File: config.mk
export PLATFORM = sky130hd
export DESIGN_NAME = song_lib_flat
export DESIGN_NICKNAME = d
export VERILOG_FILES = /design/src/rtl/song_lib_pkg.sv /design/src/rtl/song_lib_if.sv /design/src/rtl/song_lib_rom.sv /design/src/rtl/song_lib.sv /design/src/flat_wrapper.sv
export SDC_FILE = /design/constraint.sdc
export NUM_CORES = 1
export LEC_CHECK = 0
export BUFFER_PORTS_ARGS = -buffer_cell sky130_fd_sc_hd__buf_2
export CAP_MARGIN = 15
export CORE_AREA = 2 2 97 99
export DETAILED_ROUTE_END_ITERATION = 16
export DIE_AREA = 0 0 99 101
export GPL_ROUTABILITY_DRIVEN = 0
export GPL_TIMING_DRIVEN = 0
export HOLD_SLACK_MARGIN = 0.03
export PLACE_DENSITY_LB_ADDON = 0.25
export SETUP_SLACK_MARGIN = 0.4
export SYNTH_ARGS = -nofsm -noshare
export SYNTH_HDL_FRONTEND = slang
export SYNTH_SLANG_ARGS = --single-unit
File: constraint.sdc
create_clock -name clk -period 1.25 [get_ports clk]
set_input_delay 0.0625 -clock clk [delete_from_list [all_inputs] [get_ports clk]]
set_output_delay 0.0625 -clock clk [all_outputs]
set_load 0.02 [all_outputs]
File: src/rtl/song_lib_pkg.sv
// Song library constants, note codes and per-song note tables.
// Song 3 (Two Tigers) exists only when SONG_LIB_EXTRA_SONG_EN is defined.
package song_lib_pkg;
  localparam int SONG_LEN  = 61;
  localparam int NOTE_W    = 4;
  localparam int NUM_SONGS = 4;
  localparam int SEL_W     = $clog2(NUM_SONGS);
  localparam int VEC_W     = SONG_LEN * NOTE_W;

  typedef logic [NOTE_W-1:0] note_t;
  typedef logic [SEL_W-1:0]  sel_t;
  typedef logic [VEC_W-1:0]  song_vec_t;
  typedef note_t             song_tbl_t [SONG_LEN];

  localparam note_t REST = 4'd0;
  localparam note_t DO   = 4'd1;
  localparam note_t RE   = 4'd2;
  localparam note_t MI   = 4'd3;
  localparam note_t FA   = 4'd4;
  localparam note_t SO   = 4'd5;
  localparam note_t LA   = 4'd6;
  localparam note_t SI   = 4'd7;

  // Twinkle
  localparam song_tbl_t SONG0_TBL = '{
    DO,DO,SO,SO,LA,LA,SO,REST,  FA,FA,MI,MI,RE,RE,DO,REST,
    SO,SO,FA,FA,MI,MI,RE,REST,  SO,SO,FA,FA,MI,MI,RE,REST,
    DO,DO,SO,SO,LA,LA,SO,REST,  FA,FA,MI,MI,RE,RE,DO,REST,
    REST,REST,REST,REST,REST,REST,REST,REST,  REST,REST,REST,REST,REST};

  // Ode to Joy
  localparam song_tbl_t SONG1_TBL = '{
    MI,MI,FA,SO,SO,FA,MI,RE,    DO,DO,RE,MI,MI,RE,RE,REST,
    MI,MI,FA,SO,SO,FA,MI,RE,    DO,DO,RE,MI,RE,DO,DO,REST,
    REST,REST,REST,REST,REST,REST,REST,REST,  REST,REST,REST,REST,REST,REST,REST,REST,
    REST,REST,REST,REST,REST,REST,REST,REST,  REST,REST,REST,REST,REST};

  // Mary had a little lamb
  localparam song_tbl_t SONG2_TBL = '{
    MI,RE,DO,RE,MI,MI,MI,REST,  RE,RE,RE,REST,MI,SO,SO,REST,
    MI,RE,DO,RE,MI,MI,MI,MI,    RE,RE,MI,RE,DO,REST,REST,REST,
    REST,REST,REST,REST,REST,REST,REST,REST,  REST,REST,REST,REST,REST,REST,REST,REST,
    REST,REST,REST,REST,REST,REST,REST,REST,  REST,REST,REST,REST,REST};

`ifdef SONG_LIB_EXTRA_SONG_EN
  // Two Tigers
  localparam song_tbl_t SONG3_TBL = '{
    DO,RE,MI,DO,DO,RE,MI,DO,    MI,FA,SO,REST,MI,FA,SO,REST,
    REST,REST,REST,REST,REST,REST,REST,REST,  REST,REST,REST,REST,REST,REST,REST,REST,
    REST,REST,REST,REST,REST,REST,REST,REST,  REST,REST,REST,REST,REST,REST,REST,REST,
    REST,REST,REST,REST,REST,REST,REST,REST,  REST,REST,REST,REST,REST};
`endif

  // Note i lands in bits [NOTE_W*i +: NOTE_W]
  function automatic song_vec_t pack_song(input song_tbl_t tbl);
    song_vec_t v;
    v = '0;
    for (int i = 0; i < SONG_LEN; i++) v[i*NOTE_W +: NOTE_W] = tbl[i];
    return v;
  endfunction
endpackage

File: src/rtl/song_lib_if.sv
// Song select / packed-song bus between the library and its consumer.
interface song_lib_if;
  import song_lib_pkg::*;
  sel_t      song_select;
  song_vec_t song_packed;

  modport master (output song_select, input  song_packed);
  modport slave  (input  song_select, output song_packed);
endinterface

File: src/rtl/song_lib_rom.sv
// Combinational song ROM: song index -> packed note vector.
// Entry 3 is built only with SONG_LIB_EXTRA_SONG_EN; otherwise index 3 reads silence.
module song_lib_rom
  import song_lib_pkg::*;
(
  input  sel_t      sel_i,
  output song_vec_t song_o
);
  localparam song_vec_t ROM0 = pack_song(SONG0_TBL);
  localparam song_vec_t ROM1 = pack_song(SONG1_TBL);
  localparam song_vec_t ROM2 = pack_song(SONG2_TBL);
`ifdef SONG_LIB_EXTRA_SONG_EN
  localparam song_vec_t ROM3 = pack_song(SONG3_TBL);
`endif

  always_comb begin
    song_o = '0;
    case (sel_i)
      2'd0:    song_o = ROM0;
      2'd1:    song_o = ROM1;
      2'd2:    song_o = ROM2;
`ifdef SONG_LIB_EXTRA_SONG_EN
      2'd3:    song_o = ROM3;
`endif
      default: song_o = '0;
    endcase
  end
endmodule

File: src/rtl/song_lib.sv
// Song library: registered ROM lookup, one clock of latency, async active-high clear.
// Optional fourth song enabled by SONG_LIB_EXTRA_SONG_EN.
module song_lib
  import song_lib_pkg::*;
(
  input  logic       clk,
  input  logic       rst,
  song_lib_if.slave  bus
);
  song_vec_t song_d, song_q;

  song_lib_rom u_rom (
    .sel_i  (bus.song_select),
    .song_o (song_d)
  );

  always_ff @(posedge clk or posedge rst) begin
    if (rst) song_q <= '0;
    else     song_q <= song_d;
  end

  assign bus.song_packed = song_q;
endmodule

File: src/flat_wrapper.sv
// flat-port wrapper written by rule: the top's interface ports become plain ports
module song_lib_flat import song_lib_pkg::*;
  (clk, rst, bus_song_select, bus_song_packed);
  song_lib_if bus_i ();
  input  logic clk;
  input  logic rst;
  input wire logic [$bits(bus_i.song_select)-1:0] bus_song_select;
  output wire logic [$bits(bus_i.song_packed)-1:0] bus_song_packed;
  assign bus_i.song_select = bus_song_select;
  assign bus_song_packed = bus_i.song_packed;
  song_lib u_core (.clk(clk), .rst(rst), .bus(bus_i));
endmodule
# ---- Word level (Yosys, flattened, before mapping)
# Cells that the tools add are included.
dict set report op_classes {
  div_mod_pow 0
  n_reduce_logical 1
  n_lt_le_gt_ge 0
  add_sub_neg 0
  mux 1
  eq_ne 2
  n_bitwise 0
  n_shift 0
  multipliers 0
}
# operator count
set op_table {}
lappend op_table {{185-bit one-hot mux with 3 select lines} 1}
lappend op_table {{2-bit by 1-bit equality test with 1-bit output (second input constant)} 1}
lappend op_table {{2-bit equality test (second input constant)} 1}
lappend op_table {{2-bit logical NOT} 1}
dict set report totals {
  output_inout_bits 244
  word_cells 5
  ramBits 0
  ff_bits 185
  mem_bits_ro 0
  latch_bits 0
  n_memories 0
}

# ---- Logic depth before layout (Yosys ltp)
# Gate-level depths: netlist of run 1.
dict set report logic_depth {
  depth_word 2
  depth_mapped 3
  depth_no_buf 3
}

# ---- By module
# Synthesis of run 1 repeated with hierarchy kept, for this count alone.
dict set report unflattened {
  cells_unflattened 494
  area_unflattened_um2 7998.9
}
# module n_inst cells_per_inst area_per_inst_um2
set by_module_without_submodules {}
lappend by_module_without_submodules {song_lib 1 245 6109.6}
lappend by_module_without_submodules {song_lib_rom 1 249 1889.3}

# ---- Least setup slack after synthesis of run 1
# Ideal clock, no wire load.
dict set report synth_timing {
  path_kind {register to output}
  start {register, netlist name u_core.bus.song_packed[181]}
  end {output port bus_song_packed[102]}
  path_stages_with_launch 2
  path_buffers 1
  slack_ps 28
  arrival_ps 1159
  cell_sequence {dfrtp_1 -> buf_4}
}
# item line
set synth_lines {}
lappend synth_lines {{to (decl)} flat_wrapper.sv:8} ;# output wire logic [$bits(bus_i.song_packed)-1:0] bus_song_packed;

==> results of run 1 <==
-- metrics by stage --
stage                     hold WS (ns)  total power [mW]    util  instance area [um^2]  setup WS, ns
after floorplan                -0.1342             1.575       -                  2634        0.3783
after global placement       -0.005510             1.794  0.3646                  3273        0.2286
after detailed placement     -0.001379             1.796  0.3646                  3273        0.2078
after CTS                       0.1399             2.333  0.4201                  3771       0.02495
after global routing            0.1442             2.672  0.4591                  4121      0.005333
final                           0.1326             2.534  0.4591                  4121       0.03260
-- worst max path at each step --
stage	to	slack [ns]	cells after the start
3_3_place_gp	bus_song_packed[154]	0.23	2
5_1_grt	bus_song_packed[149]	0.005	3
4_1_cts	bus_song_packed[154]	0.02	3
6_report	bus_song_packed[154]	0.03	3
3_5_place_dp	bus_song_packed[154]	0.21	2
2_1_floorplan	bus_song_packed[102]	0.38	1
-- per-layer routing --
layer / track usage / vias up / part of all wire / wire length [um]
met1: 0.05993 / 679 / 0.27 / 1346
met4: 0.01581 / 0 / 0.0035 / 17
met3: 0.02358 / 2 / 0.13 / 643
met2: 0.1648 / 121 / 0.59 / 2912
met5: 0 / - / 0 / 0
li1: - / 908 / - / -
-- Yosys cell counts --
master	instances
inv_1	4
ha_1	6
dfrtp_1	7
conb_1	1
or2_1	1
o21ba_2	1
buf_4	237
-- cell families (layout without fill, tap and decap cells) --
family                     Yosys count  count (layout)  synth area share
DFF                                  7               7           0.08485
buffers and inverters              241             357            0.8691
adders and majority gates            6               6           0.03636
other                                1             147          0.001816
AOI/OAI and AO/OA                    1               1          0.004849
and+or+nand+nor                      1               1          0.003032
-- power by group through the flow --
stage	clock (mW)	combinational, mW	sequential, mW
2_1_floorplan	0	1.27	0.308
4_1_cts	0.320	1.74	0.273
3_3_place_gp	0	1.49	0.304
5_1_grt	0.341	2.05	0.280
6_report	0.315	1.94	0.276
3_5_place_dp	0	1.49	0.306
-- what timing repair did --
item                       4_1_cts  5_1_grt
resized for setup              111       94
setup buffers                   10        0
cloned                           0        1
setup endpoints to repair       97       97
hold buffers                     1        0
hold endpoints to repair         7        0
-- final cells by class --
type / count / area share
clock buffers: 4 / 0.01093
repair buffers: 112 / 0.2623
inverters: 4 / 0.003643
well taps: 111 / 0.03370
flip-flops and latches: 7 / 0.04523
multi-input cells: 155 / 0.1560
plain buffers: 237 / 0.4882
==> impl_metrics.csv, run 1 <==
group,metric,value,unit
run_status,status,"completed",
cells_and_area,regArea,186.4,um^2
cells_and_area,layout_commonest_cell,"buf_4",
power,p_comb_frac,0.767,
place,placedCellCount,614,
cts,clk_pin_slew,0.04,ns
power,ir_worst_vdd,260.7,uV
synth,seq_area_frac_synth,0.08485,
synth,synthCells,257,
critical_path,crit_start,"u_core.bus.song_packed[181]$_DFF_PP0_",
drt,antenna_left,0,
grt,track_usage,0.07377,
floorplanning,ios,248,
sta,fin_crit_sh,0.9739,
cts,htreeDepth,1,
synth,synth_seq_cells,7,
power,p_seq_frac,0.109,
place,io_buffers,100,
power,p_sw,1.082,mW
critical_path,path_max_fanout,17,
power,leakagePower,2.616,nW
cells_and_area,layout.cells.non_filler,630,
floorplanning,die_h,101,um
power,p_int,1.453,mW
run,drv_cap,0,
min_path,holdPathStages,2,
floorplanning,floorplan.initialDensity,0.2300,
synth,synth_area,2064,um^2
sta,rsz0062_at_grt,"yes",
critical_path,crit_path_max_incr_delay,0.49,ns
critical_path,crit_type,"reg2out",
power,clkPwrFrac,0.124,
min_path,min-delay-start,"bus_song_select[0]",
critical_path,crit_slowest_cell,"dfrtp_4",
critical_path,crit_path_cell_trace,"buf_12, buf_4, buf_2",
synth,ys_types,7,
synth,yosysTopAreaCellShare,0.8618,
cells_and_area,fillerInstances,828,
cts,clock-sinks,7,
grt,grt_start_max_net_pins,18,
cells_and_area,largest_reg_flops,7,
critical_path,endpoint_kind,"output pin",
synth,yosysTopAreaCell,"buf_4",
synth,synthTopCellsByArea,"buf_4 86%, dfrtp_1 8.5%, ha_1 3.6%",
cells_and_area,insertedDiodeCount,0,
grt,grt_pass1_wl,6023,um
cts,cts_tree,"yes",
cells_and_area,syn2layout_area_growth,99.64,%
grt,overflow,0,
floorplanning,rows,35,
cts,numCtsBuffers,3,
sta,maxSlewViolCount,0,
drt,drc,0,
drt,wire_per_inst,7.808,um
floorplanning,dieWidth,99,um
critical_path,cp.arrival,1.15,ns
power,power_density,614.9,nW/um^2
grt,antenna_found_initial,0,
cells_and_area,layout_common_cells,"176 x buf_4, 147 x conb_1, 132 x buf_6",
min_path,worstHoldEndpoint,"u_core.bus.song_packed[120]$_DFF_PP0_",
floorplanning,fp.coreArea,8977,um^2
drt,first_pass_iters,3,
power,switching_share,0.4268,
floorplanning,die_area,9999,um^2
cells_and_area,multi_input_comb_area,643.1,um^2
critical_path,path_buf_inv,3,
sta,post-route-min-period,1.217,ns
sta,hold_violations,0,
grt,grt_pass1_vias,1314,
min_path,hp-class,"in2reg",
drt,initialDrtViolationCount,13,
cts,cts.root.buffer_cell,"clkbuf_8",
drt,avgViaCountPerCell,2.714,
sta,setup_violations,0,
drt,vias,1710,
critical_path,required,1.19,ns
cells_and_area,layout.nets,530,
cts,max-clock-path-buffers,2,
drt,drt-total-wl,4919,um
sta,setup_tns,0,ns
critical_path,cp-start-kind,"flop",
synth,avgSynthCellArea,8.033,um^2
place,dp_hpwl,3688,um
sta,clock.fmax,821.4,MHz
synth,yosysWarnings,0,
critical_path,crit_family,"flip-flops",
cells_and_area,drive_gt1_frac,0.6917,
Note: power is estimated with default switching activity, not from simulation.
==> run 2, diff against run 1 <==
- MAX_ROUTING_LAYER: not set -> met4
==> run 2 against run 1 <==
Die area stayed put. Cell count unchanged. Count of clock-buffer cells in the layout stayed put. Critical path type unchanged. Critical endpoint unchanged. Power is essentially flat. Routed wire length unchanged. Worst hold slack barely moved.
==> impl_metrics.csv, run 2 (same netlist as run 1, synthesis figures left out) <==
group,metric,value,unit
run_status,status,"completed",
critical_path,crit_path_max_incr_delay,0.49,ns
drt,drc,0,
critical_path,required,1.19,ns
floorplanning,die_area,9999,um^2
grt,grt_pass1_wl,6023,um
sta,post-route-min-period,1.217,ns
cts,max-clock-path-buffers,2,
power,power_density,614.9,nW/um^2
grt,track_usage,0.07592,
drt,first_pass_iters,3,
critical_path,crit_slowest_cell,"dfrtp_4",
floorplanning,dieWidth,99,um
grt,grt_pass1_vias,1314,
cells_and_area,fillerInstances,828,
critical_path,crit_end,"bus_song_packed[154]",
cts,cts.root.buffer_cell,"clkbuf_8",
critical_path,cp.arrival,1.15,ns
min_path,hp-class,"in2reg",
place,place_area,3273,um^2
power,ir_worst_vdd,260.7,uV
floorplanning,die_h,101,um
drt,antenna_left,0,
cells_and_area,layout_common_cells,"176 x buf_4, 147 x conb_1, 132 x buf_6",
sta,maxSlewViolCount,0,
cells_and_area,largest_reg_flops,7,
cells_and_area,regArea,186.4,um^2
critical_path,endpoint_kind,"output pin",
cells_and_area,drive_gt1_frac,0.6917,
floorplanning,fp.coreArea,8977,um^2
sta,setup_tns,0,ns
sta,fin_crit_sh,0.9739,
cells_and_area,layout_commonest_cell,"buf_4",
cells_and_area,syn2layout_area_growth,99.64,%
place,io_buffers,100,
critical_path,crit_path_cell_trace,"buf_12, buf_4, buf_2",
sta,setup_violations,0,
drt,vias,1710,
floorplanning,ios,248,
critical_path,path_max_fanout,17,
sta,clock.fmax,821.4,MHz
critical_path,cp-start-kind,"flop",
cts,htreeDepth,1,
critical_path,crit_start,"u_core.bus.song_packed[181]$_DFF_PP0_",
grt,grt_start_max_net_pins,18,
cts,clk_pin_slew,0.04,ns
critical_path,crit_type,"reg2out",
place,dp_hpwl,3688,um
sta,hold_violations,0,
grt,overflow,0,
cts,cts_tree,"yes",
drt,wire_per_inst,7.808,um
sta,rsz0062_at_grt,"yes",
drt,initialDrtViolationCount,13,
cells_and_area,insertedDiodeCount,0,
cts,numCtsBuffers,3,
cells_and_area,layout.nets,530,
cells_and_area,multi_input_comb_area,643.1,um^2
floorplanning,floorplan.initialDensity,0.2300,
drt,avgViaCountPerCell,2.714,
run,drv_cap,0,
cells_and_area,final_cell_area,4121,um^2
grt,antenna_found_initial,0,
floorplanning,rows,35,
cts,clock-sinks,7,
drt,drt-total-wl,4919,um
power,leakagePower,2.616,nW
run 2: cell counts in the layout (fill, tap and decap cells not counted):
No cell type changed its count.
run 2: what timing repair did:
action,CTS,global route
setup endpoints to repair,97,97
hold endpoints to repair,7,0
cloned,0,1
buffers inserted,10,0
resized for setup,111,94
hold buffers,1,0
run 2: critical path, delay by kind of cell (launching register included):
| family | cells | cell delay, ns |
|---|---|---|
| flops | 1 | 0.49 |
| buf+inv | 3 | 0.43 |
run 2: how the worst min path moves through the flow:
stage                             from                                     to  cells past startpoint
floorplan                          rst  u_core.bus.song_packed[109]$_DFF_PP0_                      1
global placement                   rst  u_core.bus.song_packed[109]$_DFF_PP0_                      2
detailed placement                 rst  u_core.bus.song_packed[109]$_DFF_PP0_                      2
CTS                 bus_song_select[0]  u_core.bus.song_packed[120]$_DFF_PP0_                      2
global route        bus_song_select[0]  u_core.bus.song_packed[120]$_DFF_PP0_                      2
finish              bus_song_select[0]  u_core.bus.song_packed[120]$_DFF_PP0_                      2
run 2: layout make-up:
class / instances / area share
Buffer: 237 / 0.4882
Timing Repair Buffer: 112 / 0.2623
Multi-Input combinational cell: 155 / 0.1560
Sequential cell: 7 / 0.04523
Tap cell: 111 / 0.03370
Clock buffer: 4 / 0.01093
Inverter: 4 / 0.003643
run 2: metal layers:
metal | global-route usage | vias up | wire (um)
met5 | - | - | 0
met4 | 0.01581 | 0 | 17
met3 | 0.01942 | 2 | 606
met2 | 0.1648 | 121 | 2911
met1 | 0.06242 | 679 | 1384
li1 | - | 908 | -
run 2: stage by stage:
stage                     std cells  power [mW]  hold slack [ns]  setup WS (ns)    util
final                           630       2.534           0.1327        0.03261  0.4591
after global routing            630       2.672           0.1442       0.005335  0.4591
after CTS                       629       2.333           0.1399        0.02495  0.4201
after detailed placement        614       1.796        -0.001379         0.2078  0.3646
after global placement          614       1.794        -0.005510         0.2286  0.3646
after floorplan                 403       1.575          -0.1342         0.3783       -
run 2: power by group:
| group | leakage (nW) | switching [mW] | internal [mW] | total (mW) |
|---|---|---|---|---|
| registers | 0.0770 | 0.0299 | 0.246 | 0.276 |
| logic | 2.52 | 0.957 | 0.986 | 1.94 |
| clock network | 0.0228 | 0.0948 | 0.220 | 0.315 |
| total | 2.62 | 1.08 | 1.45 | 2.53 |
